File: config.mk
export PLATFORM = sky130hd
export DESIGN_NAME = control_unit
export DESIGN_NICKNAME = d
export VERILOG_FILES = /design/src/rtl/control_unit.sv
export SDC_FILE = /design/constraint.sdc
export NUM_CORES = 1
export LEC_CHECK = 0
export ABC_AREA = 1
export CAP_MARGIN = 15
export CORE_AREA = 2 2 39 41
export CTS_CLUSTER_SIZE = 12
export DETAILED_ROUTE_END_ITERATION = 10
export DIE_AREA = 0 0 41 43
export DONT_BUFFER_PORTS = 1
export GPL_ROUTABILITY_DRIVEN = 0
export GPL_TIMING_DRIVEN = 0
export HOLD_SLACK_MARGIN = 0.1
export PLACE_DENSITY = 0.68
export SLEW_MARGIN = 40
export SYNTH_ARGS = -nofsm -noshare
export SYNTH_HDL_FRONTEND = slang
export SYNTH_SLANG_ARGS = --single-unit
File: constraint.sdc
create_clock -name clk -period 1.4 [get_ports clk]
set_input_delay 0.21 -clock clk [delete_from_list [all_inputs] [get_ports clk]]
set_output_delay 0.21 -clock clk [all_outputs]
set_load 0.02 [all_outputs]
File: src/rtl/control_unit.sv
// rtl/control_unit.sv - Moore microsequencer for the matrix-multiplier CPU
// Walks IDLE/FETCH/DECODE/EX1/EX2/HALT and decodes per-cycle datapath strobes from state and ir.
module control_unit (
    input  logic        clk,
    input  logic        rst_n,
    input  logic [7:0]  ir,
    input  logic        z,
    output logic        end_op,
    output logic [1:0]  inc,
    output logic [3:0]  alu_mode,
    output logic [3:0]  bus_ld,
    output logic [12:0] write_en,
    output logic [2:0]  clr,
    output logic        dm_wr,
    output logic        im_wr
);
    localparam logic [2:0] S_IDLE   = 3'd0;
    localparam logic [2:0] S_FETCH  = 3'd1;
    localparam logic [2:0] S_DECODE = 3'd2;
    localparam logic [2:0] S_EX1    = 3'd3;
    localparam logic [2:0] S_EX2    = 3'd4;
    localparam logic [2:0] S_HALT   = 3'd5;

    localparam logic [7:0] OP_LDAC   = 8'h01;
    localparam logic [7:0] OP_STAC   = 8'h02;
    localparam logic [7:0] OP_MVACAR = 8'h03;
    localparam logic [7:0] OP_MVACR  = 8'h04;
    localparam logic [7:0] OP_MVRAC  = 8'h05;
    localparam logic [7:0] OP_ADD    = 8'h06;
    localparam logic [7:0] OP_SUB    = 8'h07;
    localparam logic [7:0] OP_MUL    = 8'h08;
    localparam logic [7:0] OP_INCAC  = 8'h09;
    localparam logic [7:0] OP_DECAC  = 8'h0A;
    localparam logic [7:0] OP_CLAC   = 8'h0B;
    localparam logic [7:0] OP_INCAR  = 8'h0C;
    localparam logic [7:0] OP_JMPNZ  = 8'h0D;
    localparam logic [7:0] OP_LDI    = 8'h0E;
    localparam logic [7:0] OP_END    = 8'hFF;

    localparam logic [3:0] BUS_DM = 4'd1;
    localparam logic [3:0] BUS_IM = 4'd2;
    localparam logic [3:0] BUS_DR = 4'd4;
    localparam logic [3:0] BUS_AC = 4'd5;
    localparam logic [3:0] BUS_R  = 4'd6;

    localparam int WE_AR = 0;
    localparam int WE_PC = 1;
    localparam int WE_IR = 2;
    localparam int WE_DR = 3;
    localparam int WE_AC = 4;
    localparam int WE_R  = 5;

    logic [2:0] state_q, state_d;

    always_ff @(posedge clk or negedge rst_n) begin
        if (!rst_n) begin
            state_q <= S_IDLE;
        end else begin
            state_q <= state_d;
        end
    end

    // Only LDAC and STAC need a second execute cycle.
    always_comb begin
        state_d = state_q;
        case (state_q)
            S_IDLE:   state_d = S_FETCH;
            S_FETCH:  state_d = S_DECODE;
            S_DECODE: state_d = (ir == OP_END) ? S_HALT : S_EX1;
            S_EX1:    state_d = (ir == OP_LDAC || ir == OP_STAC) ? S_EX2 : S_FETCH;
            S_EX2:    state_d = S_FETCH;
            S_HALT:   state_d = S_HALT;
            default:  state_d = S_IDLE;
        endcase
    end

    always_comb begin
        end_op   = 1'b0;
        inc      = 2'b00;
        alu_mode = 4'd0;
        bus_ld   = 4'd0;
        write_en = 13'd0;
        clr      = 3'b000;
        dm_wr    = 1'b0;
        case (state_q)
            S_FETCH: begin
                bus_ld          = BUS_IM;
                write_en[WE_IR] = 1'b1;
                inc[0]          = 1'b1;
            end
            S_EX1: begin
                case (ir)
                    OP_LDAC: begin
                        bus_ld = BUS_DM;  write_en[WE_DR] = 1'b1;
                    end
                    OP_STAC: begin
                        bus_ld = BUS_AC;  write_en[WE_DR] = 1'b1;
                    end
                    OP_MVACAR: begin
                        bus_ld = BUS_AC;  write_en[WE_AR] = 1'b1;
                    end
                    OP_MVACR: begin
                        bus_ld = BUS_AC;  write_en[WE_R] = 1'b1;
                    end
                    OP_MVRAC, OP_ADD, OP_SUB, OP_MUL: begin
                        bus_ld          = BUS_R;
                        alu_mode        = (ir == OP_MVRAC) ? 4'd1 : ir[3:0] - 4'd4;
                        write_en[WE_AC] = 1'b1;
                    end
                    OP_INCAC: begin
                        alu_mode = 4'd5;  write_en[WE_AC] = 1'b1;
                    end
                    OP_DECAC: begin
                        alu_mode = 4'd6;  write_en[WE_AC] = 1'b1;
                    end
                    OP_CLAC:  clr[0] = 1'b1;
                    OP_INCAR: inc[1] = 1'b1;
                    OP_JMPNZ: begin
                        // Taken jump loads PC from the operand; otherwise skip over it.
                        bus_ld = BUS_IM;
                        if (z) inc[0] = 1'b1;
                        else   write_en[WE_PC] = 1'b1;
                    end
                    OP_LDI: begin
                        bus_ld          = BUS_IM;
                        alu_mode        = 4'd1;
                        write_en[WE_AC] = 1'b1;
                        inc[0]          = 1'b1;
                    end
                    default: ;
                endcase
            end
            S_EX2: begin
                if (ir == OP_LDAC) begin
                    bus_ld          = BUS_DR;
                    alu_mode        = 4'd1;
                    write_en[WE_AC] = 1'b1;
                end else if (ir == OP_STAC) begin
                    dm_wr = 1'b1;
                end
            end
            S_HALT:  end_op = 1'b1;
            default: ;
        endcase
    end

    assign im_wr = 1'b0;

endmodule

==> impl_metrics.json <==
{
  "htreeDepth": 1,
  "start_util_pct": 47.7,
  "maxCapViolations": 0,
  "die-height_um": 43,
  "period_minus_slack_ns": 1.53,
  "drt_pass1_iterations": 4,
  "vias_per_cell": 4.93,
  "drt_iter0_markers": 9,
  "setup_viol_count_final": 14,
  "max_freq_mhz": 655,
  "path_clk_slew_ns": 0.04,
  "routed-via-count": 779,
  "num_antenna_cells": 0,
  "irDropWorstVdd_mv": 0.487,
  "grt_first_pass_wirelength_um": 2630,
  "area_delta_synth_final_pct": 47.2,
  "finalHoldViolCount": 0,
  "antenna_left": 0,
  "cp.required_ns": 1.19,
  "r2r_end": "state_q[2]",
  "violations": "negative setup slack",
  "clock-root-buffer": "clkbuf_4",
  "ff2ff_setup_slack_ns": 0.12,
  "path_max_fanout": 3,
  "p_leak_nw": 0.504,
  "largest_reg_flops": 3,
  "routed_wl_um": 1720,
  "grt_max_degree": 9,
  "reg_top3": "state_q (3)",
  "period_share_pct": 109,
  "critPathCaptureType": "output port",
  "port_buffers": 0,
  "rows": 14,
  "skew_ns": 0.00851,
  "grt_setup_unrepaired": "yes",
  "fp.dieArea_um2": 1760,
  "overflow": 0,
  "slew_headroom_pct": 63.6,
  "ios": 40,
  "drive_gt1_share_pct": 46.5,
  "cts_tree": "built",
  "die_x_um": 41,
  "regMostFlops": "state_q",
  "dpl.hpwl_um": 1310,
  "min_path_type": "input port to async pin",
  "place_area_um2": 734,
  "yosys_register_bits": 3,
  "synthDistinctLibCells": 21,
  "first_global_vias": 683,
  "clk_latency_ns": 0.24,
  "cts_sinks": 3,
  "track_usage_pct": 21.8,
  "seq_area_frac_synth_pct": 11.4,
  "status": "complete, but fails checks",
  "finalCoreUtilization_pct": 70.3,
  "yosys_warnings": 0,
  "final_area_um2": 972,
  "r2r-start": "state_q[2]",
  "grt_antenna_before_repair": 0,
  "finalNetCount": 158,
  "wire_per_inst_um": 10.9,
  "syn_area_per_cell_um2": 5.55,
  "syn_area_um2": 661,
  "setup_ws_ns": -0.127,
  "cp.arrival_ns": 1.32,
  "design.core.area_um2": 1380,
  "cts_buffer_depth": 2,
  "reg2regPathDepth": 6,
  "drc": 0,
  "synthCells": 119,
  "powerDensity_nw_per_um2": 990,
  "drv_slew": 0,
  "crit_path_start_kind": "flop",
  "crit_type": "flop to output port",
  "tightestPinTransition_ns": 0.542,
  "cts_made_buffers": 3
}
==> cells in the final DEF, fill, tap and decap left out <==
cell and instances:
ha_1 3, clkbuf_4 3, nor4_2 1, o21ai_0 2, nor2_4 4, nand2_2 5, nor3_1 2, conb_1 11
nor2_1 10, nand3_4 3, a211oi_1 1, dlygate4sd3_1 1, nor3_4 2, nand2_4 2, inv_2 8, nand2_1 24
nor2_2 7, nand3_1 5, inv_1 11, inv_4 1, dfrtp_2 3, and3_4 1, nand3_2 1, o21ai_4 1
clkbuf_1 1, a21oi_1 1, clkinv_4 1, a21oi_2 1, nand4_1 2, nor3_2 2, buf_4 19, o21ai_1 2
ha_2 1
==> Yosys cell counts <==
library cell  count  area, um2
nor2_4            3       33.8
a21oi_1           2       10.0
nand3_1           9       45.0
inv_1            16       60.1
nor2_2            2       12.5
a211oi_1          1       7.51
conb_1            1       3.75
buf_4            11       82.6
nor3_1            6       30.0
dfrtp_1           3       75.1
and3_1            1       6.26
nor4_1            1       6.26
nor2_1           16       60.1
nand4_1           2       12.5
inv_2             4       15.0
nand2_2           2       12.5
nand2_1          29        109
clkinv_1          1       3.75
o21ai_1           3       15.0
o21ai_0           2       10.0
ha_1              4       50.1
==> power by group <==
group	internal (mW)	switching, mW	leakage, nW
Combinational	0.230	0.378	0.455
Sequential	0.125	0.0716	0.0337
Clock	0.107	0.0502	0.0150
==> through the flow <==
step,instances,TNS [ns],hold slack [ns],setup WS [ns],power [mW]
floorplan,129,0,-0.0856,0.0159,0.484
global placement,145,-1.35,-0.0855,-0.171,0.537
detailed placement,145,-1.53,-0.0855,-0.179,0.550
CTS,156,-0.987,0.214,-0.126,0.918
global route,158,-2.01,0.228,-0.189,1.03
finish,158,-1.12,0.214,-0.127,0.963
==> cells by family (layout without fill, tap and decap cells) <==
group,after synthesis,in the layout,share of synthesized area [%]
AND/OR/NAND/NOR,71,71,49.6
buffers and inverters,32,45,24.4
AO/OA/AOI/OAI,8,8,6.44
adder cells (fa/ha/maj),4,4,7.58
flip-flops,3,3,11.4
other,1,11,0.568
==> cell type report <==
cell class | count | area, um2
Clock buffer | 4 | 26.3
Sequential cell | 3 | 78.8
Fill cell | 114 | 412
Multi-Input combinational cell | 94 | 608
Inverter | 21 | 86.3
Buffer | 11 | 82.6
Tap cell | 16 | 20.0
Timing Repair Buffer | 9 | 70.1
==> critical path, cell delays in order, from the launching register on <==
cell	delay, ns
dfrtp_2	0.42
buf_4	0.15
nor3_4	0.25
inv_2	0.13
nand3_4	0.13
==> worst max path at each step <==
stage / to / depth (start not counted) / slack, ns / startpoint
6_report: bus_ld[1] / 4 / -0.13 / state_q[2]
2_1_floorplan: inc[0] / 5 / 0.02 / state_q[2]
4_1_cts: alu_mode[3] / 4 / -0.13 / state_q[1]
5_1_grt: inc[0] / 5 / -0.19 / state_q[2]
3_3_place_gp: bus_ld[2] / 5 / -0.17 / state_q[2]
3_5_place_dp: bus_ld[1] / 5 / -0.18 / state_q[2]
==> metal layers <==
metal | vias to the layer above | share of wire, % | GRT usage, %
li1 | 396 | - | -
met1 | 340 | 37 | 21.9
met2 | 38 | 52 | 38.1
met3 | 5 | 8.5 | 3.14
met4 | 0 | 2.4 | 14.0
met5 | - | 0 | 0
==> repair_timing <==
| action | CTS | global route |
|---|---|---|
| endpoints found under the setup margin | 19 | 17 |
| cloned | 0 | 0 |
| endpoints found under the hold margin | 3 | 0 |
| buffers inserted | 6 | 2 |
| hold buffers | 1 | 0 |
| pin swaps | 3 | 8 |
| resized for setup | 29 | 13 |
(Power assumes the default switching activity.)
